==> src/rtl/bp_cfg_bus_loader_pkg.sv <==
// Shared types for the config-bus loader: sequencer states, the request
// struct macro, and a saturating increment for the mismatch counter.

`ifndef BP_CFG_BUS_LOADER_PKG_SV
`define BP_CFG_BUS_LOADER_PKG_SV

`define DECLARE_BP_CFG_BUS_REQ_S(core_width_mp, addr_width_mp, data_width_mp) \
    typedef struct packed {                                                  \
        logic                     w_v;                                       \
        logic [core_width_mp-1:0] core;                                      \
        logic [addr_width_mp-1:0] addr;                                      \
        logic [data_width_mp-1:0] data;                                      \
    } bp_cfg_bus_req_s

package bp_common_cfg_loader_pkg;

    typedef enum logic [2:0] {
        e_idle,
        e_write,
        e_read,
        e_resp,
        e_done
    } bp_cfg_loader_state_e;

    localparam int err_cnt_width_gp = 8;

    function automatic logic [err_cnt_width_gp-1:0] sat_inc8(input logic [err_cnt_width_gp-1:0] v);
        return (&v) ? v : v + 8'd1;
    endfunction

endpackage

`endif

==> src/rtl/bp_cfg_bus_loader_prio.sv <==
// Priority encoder: returns the index of the lowest (or highest) set bit
// and a valid flag when any bit is set.

module bsg_priority_encode #(
    parameter int width_p    = 4,
    parameter int lo_to_hi_p = 1,
    localparam int addr_width_lp = (width_p > 1) ? $clog2(width_p) : 1
) (
    input  logic [width_p-1:0]       i,
    output logic [addr_width_lp-1:0] addr_o,
    output logic                     v_o
);

    // Scan so that the winning bit is the last one written.
    always_comb begin
        addr_o = '0;
        v_o    = |i;
        if (lo_to_hi_p != 0) begin
            for (int k = width_p - 1; k >= 0; k--) begin
                if (i[k]) addr_o = addr_width_lp'(k);
            end
        end else begin
            for (int k = 0; k < width_p; k++) begin
                if (i[k]) addr_o = addr_width_lp'(k);
            end
        end
    end

endmodule

==> src/rtl/bp_cfg_bus_loader.sv <==
// Config-bus loader: on start, writes every table entry to every selected
// core, optionally reading each register back and counting mismatches.

module bp_cfg_bus_loader
    import bp_common_cfg_loader_pkg::*;
#(
    parameter int num_core_p       = 1,
    parameter int num_entries_p    = 8,
    parameter int cfg_core_width_p = 8,
    parameter int cfg_addr_width_p = 16,
    parameter int cfg_data_width_p = 64
) (
    input  logic                                       clk_i,
    input  logic                                       reset_n_i,
    input  logic                                       start_i,
    input  logic                                       verify_i,
    input  logic [num_core_p-1:0]                      core_mask_i,
    input  logic [num_entries_p*cfg_addr_width_p-1:0]  table_addr_i,
    input  logic [num_entries_p*cfg_data_width_p-1:0]  table_data_i,
    output logic                                       busy_o,
    output logic                                       done_o,
    output logic                                       err_o,
    output logic [7:0]                                 err_cnt_o,
    output logic                                       cfg_v_o,
    output logic                                       cfg_w_v_o,
    output logic [cfg_core_width_p-1:0]                cfg_core_o,
    output logic [cfg_addr_width_p-1:0]                cfg_addr_o,
    output logic [cfg_data_width_p-1:0]                cfg_data_o,
    input  logic                                       cfg_ready_i,
    input  logic                                       cfg_resp_v_i,
    input  logic [cfg_data_width_p-1:0]                cfg_resp_data_i
);

    localparam int entry_width_lp = (num_entries_p > 1) ? $clog2(num_entries_p) : 1;
    localparam int enc_width_lp   = (num_core_p > 1) ? $clog2(num_core_p) : 1;

    `DECLARE_BP_CFG_BUS_REQ_S(cfg_core_width_p, cfg_addr_width_p, cfg_data_width_p);

    bp_cfg_loader_state_e          state_r;
    bp_cfg_bus_req_s               req_r, wr_req;
    logic [num_core_p-1:0]         mask_r, higher_mask, enc_in;
    logic                          verify_r, cfg_v_r, busy_r, done_r, err_r;
    logic [7:0]                    err_cnt_r;
    logic [entry_width_lp-1:0]     entry_r, nxt_entry, load_entry;
    logic [cfg_core_width_p-1:0]   core_r, nxt_core, load_core;
    logic [enc_width_lp-1:0]       enc_addr;
    logic                          enc_v, last_entry, adv_v, mismatch;
    logic [cfg_data_width_p-1:0]   exp_data;

    // In idle the encoder finds the first core of the incoming mask;
    // otherwise it finds the next selected core above the current one.
    always_comb begin
        higher_mask = '0;
        for (int k = 0; k < num_core_p; k++) begin
            higher_mask[k] = (k > int'(core_r));
        end
        enc_in = (state_r == e_idle) ? core_mask_i : (mask_r & higher_mask);
    end

    bsg_priority_encode #(
        .width_p    (num_core_p),
        .lo_to_hi_p (1)
    ) next_core_enc (
        .i      (enc_in),
        .addr_o (enc_addr),
        .v_o    (enc_v)
    );

    // Advance bookkeeping and the write request for the entry about to be loaded.
    always_comb begin
        last_entry = (entry_r == entry_width_lp'(num_entries_p - 1));
        adv_v      = !last_entry || enc_v;
        nxt_entry  = last_entry ? '0 : entry_r + entry_width_lp'(1);
        nxt_core   = last_entry ? cfg_core_width_p'(enc_addr) : core_r;
        load_entry = (state_r == e_idle) ? '0 : nxt_entry;
        load_core  = (state_r == e_idle) ? cfg_core_width_p'(enc_addr) : nxt_core;
        wr_req.w_v  = 1'b1;
        wr_req.core = load_core;
        wr_req.addr = table_addr_i[int'(load_entry)*cfg_addr_width_p +: cfg_addr_width_p];
        wr_req.data = table_data_i[int'(load_entry)*cfg_data_width_p +: cfg_data_width_p];
        exp_data    = table_data_i[int'(entry_r)*cfg_data_width_p +: cfg_data_width_p];
        mismatch    = (cfg_resp_data_i != exp_data);
    end

    // Sequencer with registered bus request and status outputs.
    always_ff @(posedge clk_i or negedge reset_n_i) begin
        if (!reset_n_i) begin
            state_r   <= e_idle;
            req_r     <= '0;
            mask_r    <= '0;
            verify_r  <= 1'b0;
            cfg_v_r   <= 1'b0;
            busy_r    <= 1'b0;
            done_r    <= 1'b0;
            err_r     <= 1'b0;
            err_cnt_r <= '0;
            entry_r   <= '0;
            core_r    <= '0;
        end else begin
            done_r <= 1'b0;
            case (state_r)
                e_idle: begin
                    if (start_i) begin
                        mask_r    <= core_mask_i;
                        verify_r  <= verify_i;
                        err_r     <= 1'b0;
                        err_cnt_r <= '0;
                        busy_r    <= 1'b1;
                        entry_r   <= '0;
                        if (enc_v) begin
                            core_r  <= load_core;
                            req_r   <= wr_req;
                            cfg_v_r <= 1'b1;
                            state_r <= e_write;
                        end else begin
                            done_r  <= 1'b1;
                            state_r <= e_done;
                        end
                    end
                end
                e_write: begin
                    if (cfg_ready_i) begin
                        if (verify_r) begin
                            req_r.w_v  <= 1'b0;
                            req_r.data <= '0;
                            state_r    <= e_read;
                        end else if (adv_v) begin
                            entry_r <= nxt_entry;
                            core_r  <= nxt_core;
                            req_r   <= wr_req;
                        end else begin
                            entry_r <= '0;
                            cfg_v_r <= 1'b0;
                            req_r   <= '0;
                            done_r  <= 1'b1;
                            state_r <= e_done;
                        end
                    end
                end
                e_read: begin
                    if (cfg_ready_i) begin
                        cfg_v_r <= 1'b0;
                        req_r   <= '0;
                        state_r <= e_resp;
                    end
                end
                e_resp: begin
                    if (cfg_resp_v_i) begin
                        if (mismatch) begin
                            err_r     <= 1'b1;
                            err_cnt_r <= sat_inc8(err_cnt_r);
                        end
                        if (adv_v) begin
                            entry_r <= nxt_entry;
                            core_r  <= nxt_core;
                            req_r   <= wr_req;
                            cfg_v_r <= 1'b1;
                            state_r <= e_write;
                        end else begin
                            entry_r <= '0;
                            done_r  <= 1'b1;
                            state_r <= e_done;
                        end
                    end
                end
                e_done: begin
                    busy_r  <= 1'b0;
                    state_r <= e_idle;
                end
                default: state_r <= e_idle;
            endcase
        end
    end

    assign busy_o     = busy_r;
    assign done_o     = done_r;
    assign err_o      = err_r;
    assign err_cnt_o  = err_cnt_r;
    assign cfg_v_o    = cfg_v_r;
    assign cfg_w_v_o  = req_r.w_v;
    assign cfg_core_o = req_r.core;
    assign cfg_addr_o = req_r.addr;
    assign cfg_data_o = req_r.data;

endmodule

==> config.mk <==
export PLATFORM = sky130hd
export DESIGN_NAME = bp_cfg_bus_loader
export DESIGN_NICKNAME = d
export VERILOG_FILES = /design/src/rtl/bp_cfg_bus_loader_pkg.sv /design/src/rtl/bp_cfg_bus_loader_prio.sv /design/src/rtl/bp_cfg_bus_loader.sv
export SDC_FILE = /design/constraint.sdc
export NUM_CORES = 1
export LEC_CHECK = 0
export CORE_AREA = 2 2 318 320
export CTS_CLUSTER_DIAMETER = 100
export DETAILED_ROUTE_END_ITERATION = 16
export DIE_AREA = 0 0 320 322
export PLACE_DENSITY = 0.43
export SYNTH_ARGS = -nofsm -noshare
export SYNTH_HDL_FRONTEND = slang
export SYNTH_SLANG_ARGS = --single-unit
==> constraint.sdc <==
create_clock -name clk_i -period 2.9 [get_ports clk_i]
set_clock_uncertainty 0.1 [all_clocks]
set_input_delay 0.58 -clock clk_i [delete_from_list [all_inputs] [get_ports clk_i]]
set_output_delay 0.58 -clock clk_i [all_outputs]
set_load 0.1 [all_outputs]
==> flow_metrics.py <==
metrics = {
    "die": {
        "num_rows": 116,
        "die_w_um": 320,
        "io_pins": 812,
        "core-area_um2": 99570,
        "start_util_pct": 13.90,
        "fp.dieH_um": 322,
        "die_area_um2": 103000,
    },
    "setup_path": {
        "path_max_fanout": 7,
        "criticalPathCategory": "reg2reg",
        "crit_family": "buffers and inverters",
        "cp-start-kind": "flip-flop",
        "crit_path_frequent_cell": "buf_4",
        "slowest_delay_ns": 0.55,
        "worstPathArrival_ns": 4.06,
        "cp-end-kind": "flip-flop",
        "worstPathRequired_ns": 3.25,
        "worstPathCellList": "buf_12, buf_8, buf_16, buf_4, mux4_2, mux2i_1, xor2_1, nand4_1, buf_4, nor4_4, buf_4, a211o_4, or4_4, nand2_1",
        "worst-path-buf-inv": 6,
        "crit_path_top_delay_cell": "dfrtp_4",
    },
    "global_routing": {
        "grt_pass1_wl_um": 155400,
        "grt_max_degree": 79,
        "grt_antenna_before_repair": 20,
        "grt_usage_pct": 21.62,
        "first_global_vias": 19490,
        "overflow": 0,
    },
    "timing": {
        "finalSetupViolCount": 92,
        "fmax_ghz": 0.2692,
        "period_share_pct": 128.1,
        "slew_viol_final": 0,
        "period_minus_slack_ns": 3.714,
        "rsz0062_at_grt": "true",
        "slew_headroom_pct": 52.35,
        "timing_hold_violations_final": 0,
        "worst_pin_slew_ns": 0.7147,
        "worst_slack_ns": -0.8140,
    },
    "route": {
        "initialDrtViolationCount": 1092,
        "drt-pass1-iter-count": 5,
        "drc": 0,
        "maxUsedRoutingLayer": "met5",
        "routed_wirelength_um": 117100,
        "wl_per_cell_um": 30.45,
        "wl_met1_um": 47680,
        "wl_met2_um": 58000,
        "viasPerCell": 4.736,
        "antenna_left": 0,
        "via_count": 18210,
        "met3WireLength_um": 7807,
    },
    "run_status": {
        "status": "finished with violations",
        "violations": "negative setup slack",
    },
    "pwr": {
        "vdd_drop_max_mv": 0.5134,
        "power_density_nw_per_um2": 981.0,
        "switching_share_pct": 52.72,
        "p_int_uw": 13240,
        "sequentialPowerShare_pct": 9.1,
        "power.leakage_uw": 0.01071,
        "power.switching_uw": 14760,
        "clock_power_share_pct": 9.3,
        "pwr-share-comb_pct": 81.6,
    },
    "logic_synthesis": {
        "yosysUniqueCellTypes": 58,
        "async_flop_share_pct": 100.0,
        "syn_inst": 1514,
        "ys_seq_elements": 116,
        "synth.avg_cell_area_um2": 9.142,
        "synthFlopType": "dfrtp_1",
        "synth_edf_count": 0,
        "seq_area_frac_synth_pct": 20.97,
        "netlist_area_um2": 13840,
        "ys_warn_count": 0,
        "synth_nets": 2228,
    },
    "cts": {
        "clock_path_buffers": 2,
        "htree_levels": 4,
        "clkLatencyLatePin_ns": 0.53,
        "clk_pin_slew_ns": 0.09,
        "cts_tree": "built",
        "cts_buffers": 17,
        "clock_sinks": 116,
        "clockRootBuffer": "clkbuf_16",
    },
    "layout": {
        "final_cells": 3845,
        "synthToLayoutAreaGrowth_pct": 106.3,
        "fin_util_pct": 28.67,
        "nets": 3242,
        "drive_above_1_share_pct": 33.84,
        "fill_cells": 10490,
    },
    "placement": {
        "io_buffers": 811,
        "dp_hpwl_um": 84540,
        "dp_cells": 3715,
        "gp_congestion": 0.8959,
    },
    "worst_hold_path": {
        "hp-class": "reg2reg",
    },
    "job": {
        "maxCapViolCount": 0,
    },
}
## Yosys cell counts, drive strengths merged, types with 2 or more instances
cell type  instances  share of area [%]
nor2              37                1.0
o221ai            42                2.7
nor2b              6               0.27
nand3b             2               0.11
nand2            325                8.8
a21o               3               0.16
a31o               2               0.13
inv                4               0.11
o21ai             99                3.6
dfrtp            116                 21
ha                 3               0.27
buf               53                2.5
nand4              5               0.23
nor3               7               0.25
clkbuf            95                2.6
o22ai             53                2.4
a21oi            157                5.7
or2                2              0.090
a21bo              2               0.14
a211oi            22                1.2
or3                5               0.23
a22oi             25                1.4
mux4             163                 27
and3              15               0.68
o31ai              4               0.22
nand2b             6               0.27
nor4              11               0.59
a221oi            21                1.4
nand3              3               0.11
o211ai             6               0.33
or4                4               0.22
a22o              10               0.63
mux2              16                1.3
mux2i            120                8.7
xor2               8               0.51
xnor2             39                2.5
and2              11               0.50
## kinds of logic after synthesis
kind of cell | count (synthesis) | share of synthesized area [%]
AOI/OAI and AO/OA | 456 | 20.58
xor gates and xnor gates | 47 | 2.974
adders and majority gates | 3 | 0.2712
buffers and inverters | 152 | 5.234
DFF | 116 | 20.97
muxes | 299 | 36.50
and+or+nand+nor | 441 | 13.47
## cell type report
class                   count  area [um^2]  share of cell area (%)
diodes                      6        15.01                 0.05259
clock buffers              19        452.9                   1.587
clock inverters            13        193.9                  0.6793
inverters                   4        17.52                 0.06136
multi-input cells        1246        11410                   39.96
flip-flops and latches    116         2914                   10.21
well taps                1298         1624                   5.689
repair buffers           1143        11920                   41.76
## timing repair
item,4_1_cts,5_1_grt
endpoints found under the hold margin,40,0
gates resized for setup,325,88
cloned,19,9
pin swaps,102,28
setup endpoints to repair,93,92
hold buffers,1,0
setup buffers,65,13
## per-stage QoR
step	worst slack, ns	setup TNS, ns	hold slack (ns)	instance area, um^2	total power, uW
after floorplan	-0.03041	-0.9256	0.1844	13950	13050
after global placement	-1.539	-27.53	0.3666	25060	20390
after detailed placement	-1.497	-27.82	0.3706	25060	20450
after CTS	-0.8961	-11.50	0.3909	27990	27420
after global routing	-0.9372	-27.19	0.4114	28540	29420
final	-0.8140	-17.92	0.3847	28550	28000
## power groups by stage
stage	registers, uW	clock network (uW)	logic [uW]
finish	2560	2590	22900
global route	2630	2740	24000
CTS	2560	2700	22200
detailed placement	2620	0	17800
global placement	2610	0	17800
floorplan	6130	0	6920
## cell usage in the layout, fill, tap and decap left out, drive strengths merged, types with 42 or more instances in the layout
cell,n
o221ai,42
clkdlybuf4s50,709
mux2i,120
o21ai,99
dfrtp,116
nand2,325
o22ai,53
buf,422
a21oi,157
mux4,163
## metal layers
layer	GRT usage, %	vias up
met5	0	-
met4	6.427	20
met3	5.269	195
met2	37.77	902
met1	26.14	9162
li1	-	7932
## registers in the layout, summed over array words and instances (netlist names)
| name | cells |
|---|---|
| core_r | 8 |
| cfg_addr_o | 16 |
| verify_r | 1 |
| cfg_core_o | 8 |
| cfg_data_o | 64 |
| err_o | 1 |
| done_o | 1 |
| busy_o | 1 |
| err_cnt_o | 8 |
| cfg_w_v_o | 1 |
| state_r | 3 |
| entry_r | 3 |
| cfg_v_o | 1 |
## final timing paths
kind                       startpoint        endpoint  slack, ns  cells past startpoint
min in group asynchronous   reset_n_i  cfg_data_o[24]       0.55                      2
setup / recovery           entry_r[1]    err_cnt_o[3]      -0.81                     14
max in group asynchronous   reset_n_i       core_r[7]       1.42                      3
hold / removal              core_r[3]       core_r[3]       0.38                      1
setup reg to reg           entry_r[1]    err_cnt_o[3]      -0.81                     14
hold reg to reg             core_r[3]       core_r[3]       0.38                      1
## worst register-to-register path, delay by kind of cell (launching register included)
family	cells	cell delay (ns)
DFF	1	0.55
buffers and inverters	6	0.99
xor gates and xnor gates	1	0.16
AOI/OAI and AO/OA	1	0.36
muxes	2	0.63
and+or+nand+nor	4	0.86
Note: power is estimated with default switching activity, not from simulation.
